==> src/rtl/alu_pkg.sv <==
// Shared definitions for the ALU front-end: datapath width, requester-tag
// width helper and the round-robin one-hot pick used by the arbiter.
package alu_pkg;

    localparam int unsigned ALU_DATA_W = 32;

    // Round-robin search vector is sized for the largest legal requester count.
    localparam int unsigned RR_MAX   = 8;
    localparam int unsigned RR_IDX_W = 3;

    // Tag width for n requesters; never narrower than one bit.
    function automatic int unsigned id_width(input int unsigned n);
        return (n < 2) ? 1 : $clog2(n);
    endfunction

    // First set bit of vec at or after ptr, wrapping n-1 -> 0; one-hot result.
    function automatic logic [RR_MAX-1:0] rr_onehot(
        input logic [RR_MAX-1:0]   vec,
        input logic [RR_IDX_W-1:0] ptr,
        input int unsigned         n
    );
        logic [RR_MAX-1:0] grant;
        logic              found;
        int unsigned       idx;
        grant = '0;
        found = 1'b0;
        idx   = 0;
        for (int unsigned k = 0; k < RR_MAX; k++) begin
            if (k < n) begin
                idx = (32'(ptr) + k) % n;
                if (!found && vec[idx[RR_IDX_W-1:0]]) begin
                    grant[idx[RR_IDX_W-1:0]] = 1'b1;
                    found = 1'b1;
                end
            end
        end
        return grant;
    endfunction

endpackage

==> src/rtl/adder32.sv <==
// 32-bit two-level carry-lookahead adder, no carry-in.
// Ports: a_i, b_i operands; sum_c_o = a+b mod 2^32; c32_c_o carry out of bit 31.
module adder32
    import alu_pkg::*;
(
    input  logic [ALU_DATA_W-1:0] a_i,
    input  logic [ALU_DATA_W-1:0] b_i,
    output logic [ALU_DATA_W-1:0] sum_c_o,
    output logic                  c32_c_o
);

    localparam int unsigned GRP_W = 4;
    localparam int unsigned N_GRP = ALU_DATA_W / GRP_W;

    logic [ALU_DATA_W-1:0] g;
    logic [ALU_DATA_W-1:0] p;
    logic [ALU_DATA_W:0]   c;
    logic [N_GRP-1:0]      gg;
    logic [N_GRP-1:0]      pg;
    logic [N_GRP:0]        cg;

    // First level: bit generate/propagate folded into 4-bit group G/P.
    always_comb begin
        g  = a_i & b_i;
        p  = a_i ^ b_i;
        gg = '0;
        pg = '0;
        for (int unsigned k = 0; k < N_GRP; k++) begin
            gg[k] = g[4*k+3]
                  | (p[4*k+3] & g[4*k+2])
                  | (p[4*k+3] & p[4*k+2] & g[4*k+1])
                  | (p[4*k+3] & p[4*k+2] & p[4*k+1] & g[4*k]);
            pg[k] = p[4*k+3] & p[4*k+2] & p[4*k+1] & p[4*k];
        end
    end

    // Second level: group carries, then bit carries inside each group.
    always_comb begin
        cg    = '0;
        cg[0] = 1'b0;
        for (int unsigned k = 0; k < N_GRP; k++) begin
            cg[k+1] = gg[k] | (pg[k] & cg[k]);
        end
        c = '0;
        for (int unsigned k = 0; k < N_GRP; k++) begin
            c[4*k]   = cg[k];
            c[4*k+1] = g[4*k] | (p[4*k] & cg[k]);
            c[4*k+2] = g[4*k+1] | (p[4*k+1] & g[4*k]) | (p[4*k+1] & p[4*k] & cg[k]);
            c[4*k+3] = g[4*k+2] | (p[4*k+2] & g[4*k+1]) | (p[4*k+2] & p[4*k+1] & g[4*k])
                     | (p[4*k+2] & p[4*k+1] & p[4*k] & cg[k]);
        end
        c[ALU_DATA_W] = cg[N_GRP];
    end

    assign sum_c_o = p ^ c[ALU_DATA_W-1:0];
    assign c32_c_o = c[ALU_DATA_W];

endmodule

==> src/rtl/rr_pick.sv <==
// Combinational round-robin priority selector.
// Ports: req_i request vector; ptr_i highest-priority index;
//        grant_c_o one-hot grant; idx_c_o encoded index of the grant.
module rr_pick
    import alu_pkg::*;
#(
    parameter int unsigned NREQ = 4,
    parameter int unsigned ID_W = id_width(NREQ)
) (
    input  logic [NREQ-1:0] req_i,
    input  logic [ID_W-1:0] ptr_i,
    output logic [NREQ-1:0] grant_c_o,
    output logic [ID_W-1:0] idx_c_o
);

    logic [RR_MAX-1:0] grant_full;

    // Pick on the padded vector, then encode; encoder spans the full vector.
    always_comb begin
        grant_full = rr_onehot(RR_MAX'(req_i), RR_IDX_W'(ptr_i), NREQ);
        grant_c_o  = grant_full[NREQ-1:0];
        idx_c_o    = '0;
        for (int unsigned i = 0; i < RR_MAX; i++) begin
            if (grant_full[i]) begin
                idx_c_o = ID_W'(i);
            end
        end
    end

endmodule

==> src/rtl/adder_arbiter.sv <==
// Shares one adder32 among NREQ requesters through a round-robin arbiter and a
// two-stage pipeline (operand register -> result register).
// Ports: clk, rst_n; req_valid/req_ready/req_a/req_b per-requester handshake
//        (requester i at bit i / slice [32*i +: 32]); rsp_valid/rsp_ready
//        tagged response with rsp_id, rsp_sum, rsp_carry; busy = pipeline
//        holds any transaction.
module adder_arbiter
    import alu_pkg::*;
#(
    parameter int unsigned NREQ   = 4,
    parameter int unsigned ID_W   = id_width(NREQ),
    parameter int unsigned DATA_W = ALU_DATA_W
) (
    input  logic                   clk,
    input  logic                   rst_n,
    input  logic [NREQ-1:0]        req_valid,
    output logic [NREQ-1:0]        req_ready,
    input  logic [NREQ*DATA_W-1:0] req_a,
    input  logic [NREQ*DATA_W-1:0] req_b,
    output logic                   rsp_valid,
    input  logic                   rsp_ready,
    output logic [ID_W-1:0]        rsp_id,
    output logic [DATA_W-1:0]      rsp_sum,
    output logic                   rsp_carry,
    output logic                   busy
);

    logic              s1_valid_q, s1_valid_d;
    logic [DATA_W-1:0] s1_a_q, s1_a_d;
    logic [DATA_W-1:0] s1_b_q, s1_b_d;
    logic [ID_W-1:0]   s1_id_q, s1_id_d;

    logic              rsp_valid_q, rsp_valid_d;
    logic [DATA_W-1:0] rsp_sum_q, rsp_sum_d;
    logic              rsp_carry_q, rsp_carry_d;
    logic [ID_W-1:0]   rsp_id_q, rsp_id_d;

    logic [ID_W-1:0]   rr_ptr_q, rr_ptr_d;

    logic [NREQ-1:0]   grant_c;
    logic [ID_W-1:0]   grant_idx_c;
    logic              s2_load_c;
    logic              s1_free_c;
    logic              accept_c;
    logic [DATA_W-1:0] pick_a_c;
    logic [DATA_W-1:0] pick_b_c;
    logic [DATA_W-1:0] add_sum_c;
    logic              add_carry_c;

    rr_pick #(
        .NREQ (NREQ),
        .ID_W (ID_W)
    ) u_rr_pick (
        .req_i     (req_valid),
        .ptr_i     (rr_ptr_q),
        .grant_c_o (grant_c),
        .idx_c_o   (grant_idx_c)
    );

    adder32 u_adder32 (
        .a_i     (s1_a_q),
        .b_i     (s1_b_q),
        .sum_c_o (add_sum_c),
        .c32_c_o (add_carry_c)
    );

    // Handshake: stage 1 may take a new operand pair when empty or draining.
    // req_ready is forced low while reset is asserted.
    always_comb begin
        s2_load_c = s1_valid_q & (~rsp_valid_q | rsp_ready);
        s1_free_c = ~s1_valid_q | s2_load_c;
        req_ready = rst_n ? (grant_c & {NREQ{s1_free_c}}) : '0;
        accept_c  = |(req_valid & req_ready);
    end

    // One-hot operand mux driven by the grant.
    always_comb begin
        pick_a_c = '0;
        pick_b_c = '0;
        for (int unsigned i = 0; i < NREQ; i++) begin
            if (grant_c[i]) begin
                pick_a_c = req_a[i*DATA_W +: DATA_W];
                pick_b_c = req_b[i*DATA_W +: DATA_W];
            end
        end
    end

    // Next-state for both pipeline stages and the round-robin pointer.
    always_comb begin
        s1_valid_d  = s1_valid_q;
        s1_a_d      = s1_a_q;
        s1_b_d      = s1_b_q;
        s1_id_d     = s1_id_q;
        rsp_valid_d = rsp_valid_q;
        rsp_sum_d   = rsp_sum_q;
        rsp_carry_d = rsp_carry_q;
        rsp_id_d    = rsp_id_q;
        rr_ptr_d    = rr_ptr_q;

        if (s2_load_c) begin
            rsp_valid_d = 1'b1;
            rsp_sum_d   = add_sum_c;
            rsp_carry_d = add_carry_c;
            rsp_id_d    = s1_id_q;
            s1_valid_d  = 1'b0;
        end else if (rsp_valid_q && rsp_ready) begin
            rsp_valid_d = 1'b0;
        end

        // A same-cycle refill overrides the drain of stage 1.
        if (accept_c) begin
            s1_valid_d = 1'b1;
            s1_a_d     = pick_a_c;
            s1_b_d     = pick_b_c;
            s1_id_d    = grant_idx_c;
            rr_ptr_d   = (grant_idx_c == ID_W'(NREQ - 1)) ? '0 : grant_idx_c + ID_W'(1);
        end
    end

    // Pipeline and pointer registers.
    always_ff @(posedge clk or negedge rst_n) begin
        if (!rst_n) begin
            s1_valid_q  <= 1'b0;
            s1_a_q      <= '0;
            s1_b_q      <= '0;
            s1_id_q     <= '0;
            rsp_valid_q <= 1'b0;
            rsp_sum_q   <= '0;
            rsp_carry_q <= 1'b0;
            rsp_id_q    <= '0;
            rr_ptr_q    <= '0;
        end else begin
            s1_valid_q  <= s1_valid_d;
            s1_a_q      <= s1_a_d;
            s1_b_q      <= s1_b_d;
            s1_id_q     <= s1_id_d;
            rsp_valid_q <= rsp_valid_d;
            rsp_sum_q   <= rsp_sum_d;
            rsp_carry_q <= rsp_carry_d;
            rsp_id_q    <= rsp_id_d;
            rr_ptr_q    <= rr_ptr_d;
        end
    end

    assign rsp_valid = rsp_valid_q;
    assign rsp_sum   = rsp_sum_q;
    assign rsp_carry = rsp_carry_q;
    assign rsp_id    = rsp_id_q;
    assign busy      = s1_valid_q | rsp_valid_q;

endmodule

==> config.mk <==
export PLATFORM = sky130hd
export DESIGN_NAME = adder_arbiter
export DESIGN_NICKNAME = d
export VERILOG_FILES = /design/src/rtl/alu_pkg.sv /design/src/rtl/adder32.sv /design/src/rtl/rr_pick.sv /design/src/rtl/adder_arbiter.sv
export SDC_FILE = /design/constraint.sdc
export NUM_CORES = 1
export LEC_CHECK = 0
export CAP_MARGIN = 20
export CORE_ASPECT_RATIO = 0.7
export CORE_MARGIN = 10
export CORE_UTILIZATION = 30
export DETAILED_ROUTE_END_ITERATION = 10
export GPL_TIMING_DRIVEN = 0
export HOLD_SLACK_MARGIN = 0.1
export PLACE_DENSITY_LB_ADDON = 0.12
export SLEW_MARGIN = 40
export SYNTH_ARGS = -nofsm -noshare
export SYNTH_HDL_FRONTEND = slang
export SYNTH_HIERARCHICAL = 1
export SYNTH_SLANG_ARGS = --single-unit
==> constraint.sdc <==
create_clock -name clk -period 6.7 [get_ports clk]
set_clock_uncertainty 0.1 [all_clocks]
set_input_delay 1.005 -clock clk [delete_from_list [all_inputs] [get_ports clk]]
set_output_delay 1.005 -clock clk [all_outputs]
set_load 0.005 [all_outputs]
==> results.yml <==
power:
  p_leak_nw: 4.376
  peakVddDrop_uv: 331.4
  switchingPower_mw: 2.671
  sw_frac_of_total_pct: 48.35
  p_clk_share_pct: 9.8
  seq_power_share_pct: 21.0
  internal_power_mw: 2.853
  p_comb_share_pct: 69.3
  powerDensity_nw_per_um2: 527.7
  finalPower_mw: 5.524
floorplan:
  dieArea_um2: 28990
  die_w_um: 199.3
  placeableCoreArea_um2: 21900
  die_y_um: 145.5
  initial_core_util_pct: 30.81
  row_count: 45
  io_pins: 304
timing:
  fin_crit_sh_pct: 82.21
  timing_hold_violations_final: 0
  setup_viol: 0
  max_freq_mhz: 181.6
  whs_ps: 392.9
  layout_min_cycle_time_ps: 5508
  rsz0062_at_grt: "false"
  drv_slew: 0
  worst_pin_slew_ps: 722.0
  slew_headroom_pct: 51.87
route:
  drc: 0
  ant_nets: 0
  drt_iter0_markers: 365
  wl_um: 30250
  dr.pass1.iters: 4
  wl_per_cell_um: 23.88
  via_per_inst: 5.283
  vias: 6694
global_routing:
  grt_overflow: 0
  grt_pass1_vias: 7217
  grtUsageTotal_pct: 20.32
  antenna_found_initial: 3
  grt_max_degree: 62
  grt_pass1_wl_um: 44870
clocking:
  cts_resized: 0
  numClockSinks: 105
  cts_inserted_buffers: 9
  clk_path_buf_depth: 2
  tritoncts: "yes"
  clk_latency_ps: 360
  cts_max_level: 3
  cts.clk_slew.worst_paths_ps: 70
  cts_root_buffer: "clkbuf_16"
  hold_buffers: 0
  post_cts_buffers: 0
placement:
  gp_congestion: 0.8368
  place_area_um2: 10170
  placed_cells: 1249
  hpwl_um: 24430
  port_buffers: 303
synth:
  yosys_most_used_dff: "dfrtp_1"
  synthDistinctLibCells: 55
  synth_edf_count: 0
  syn_nets: 974
  synth_top_cell_by_area: "dfrtp_1"
  ys_ff_latch: 105
  synthTopCellsByArea: "dfrtp_1, a221oi_1, ha_1, o31ai_1, o22ai_1"
  ys_seq_area_share_pct: 38.94
  yosys.area.top_type_share_pct: 38.94
  ys_async_sr_fraction_pct: 100.0
  syn_avg_cell_area_um2: 10.18
  synth_warnings: 6
  synth_cells: 663
  synth_area_um2: 6748
outcome:
  status: "finished, final reports clean"
layout:
  final_nets: 1289
  final_area_um2: 10470
  n_fill_cell: 2089
  syn_to_final_growth_pct: 55.13
  layout-drive-gt1-share_pct: 8.240
  instances_no_fill: 1267
  final_common_cell: "clkdlybuf4s50_1"
  final_cell_mix: "clkdlybuf4s50_1, dfrtp_1, nand2_1"
setup_path:
  required_ps: 5590
  setup.worst_path.class: "in2out"
  cp.arrival_ps: 4400
  worstSetupEndpointType: "primary output"
  crit_fanout: 10
  cp-start-kind: "input pin"
flow_run:
  drv_cap: 0
worst_hold_path:
  hp-class: "reg2reg"
-- cells in the mapped netlist, drive strengths merged (5+ instances only) --
| cell type | n |
|---|---|
| nor2 | 12 |
| o21ai | 6 |
| fa | 8 |
| dfrtp | 105 |
| a221oi | 67 |
| o22ai | 64 |
| a21o | 10 |
| o31ai | 64 |
| a21oi | 16 |
| nand3 | 7 |
| mux2 | 38 |
| nor2b | 8 |
| buf | 18 |
| nand2 | 81 |
| xor2 | 14 |
| nand2b | 6 |
| ha | 40 |
| clkbuf | 34 |
| inv | 10 |
| xnor2 | 8 |
| a22o | 5 |
-- kinds of logic (layout without fill, tap and decap cells) --
family	after synthesis	after routing	synth area share, %
AOI/OAI and AO/OA	251	251	27.92
xor gates and xnor gates	22	22	2.856
adders and majority gates	48	48	9.790
buffers and inverters	62	382	4.135
DFF	105	105	38.94
muxes	40	40	7.065
other	0	2	0
and+or+nand+nor	135	135	9.290
-- through the flow --
stage | setup slack (ps) | setup TNS (ps) | util, %
floorplan | 2872 | 0 | -
finish | 1192 | 0 | 47.79
global route | 1037 | 0 | 47.79
detailed placement | 1204 | 0 | 46.42
global placement | -980.0 | -67710 | 46.27
CTS | 1190 | 0 | 47.77
-- flip-flops by register name, indices dropped and copies added, names as in the netlist --
name,count
rsp_sum,32
s1_a_q,32
s1_b_q,32
rr_ptr_q,2
rsp_id,2
s1_id_q,2
rsp_carry,1
rsp_valid,1
s1_valid_q,1
-- area by class of cell --
type,count,area (um2),area share [%]
multi-input combinational,496,3841,36.70
timing repair buffer,304,3065,29.29
sequential,105,2628,25.10
tap,282,352.8,3.371
clock buffer,11,252.7,2.415
buffer,52,241.5,2.307
clock inverter,5,43.79,0.4184
inverter,10,37.54,0.3586
antenna,2,5.005,0.04781
-- per-layer routing --
| layer | vias up | global-route usage, % | routed length [um] |
|---|---|---|---|
| met2 | 236 | 30.90 | 13250 |
| met5 | - | 0 | 12 |
| met4 | 2 | 4.717 | 304 |
| met1 | 3191 | 27.06 | 14120 |
| li1 | 3244 | - | - |
| met3 | 21 | 6.759 | 2564 |
-- power by group through the flow --
stage	sequential [mW]	clock [mW]	combinational, mW
after floorplan	1.12	0	2.42
after global placement	1.16	0	3.82
after detailed placement	1.17	0	3.85
after CTS	1.16	0.559	3.87
after global routing	1.20	0.582	4.22
final	1.16	0.540	3.83
-- worst paths after layout --
| check | start | endpoint | slack, ps | cells after the start |
|---|---|---|---|---|
| max | req_valid[2] | req_ready[1] | 1190 | 9 |
| min in group asynchronous | rst_n | rsp_id[1]$_DFFE_PN0P_ | 470 | 1 |
| max reg2reg | rr_ptr_q[0]$_DFFE_PN0P_ | s1_a_q[26]$_DFFE_PN0P_ | 2780 | 11 |
| max in group asynchronous | rst_n | rsp_sum[13]$_DFFE_PN0P_ | 5390 | 2 |
| min reg2reg | s1_id_q[0]$_DFFE_PN0P_ | s1_id_q[0]$_DFFE_PN0P_ | 390 | 1 |
| min | s1_id_q[0]$_DFFE_PN0P_ | s1_id_q[0]$_DFFE_PN0P_ | 390 | 1 |
-- critical path: stages --
cell,delay [ps]
clkdlybuf4s50_1,580
mux4_1,720
nor2b_4,200
a22o_1,140
a221o_1,250
buf_2,310
clkbuf_1,440
and3_1,240
clkdlybuf4s50_1,500
(Power assumes the default switching activity.)
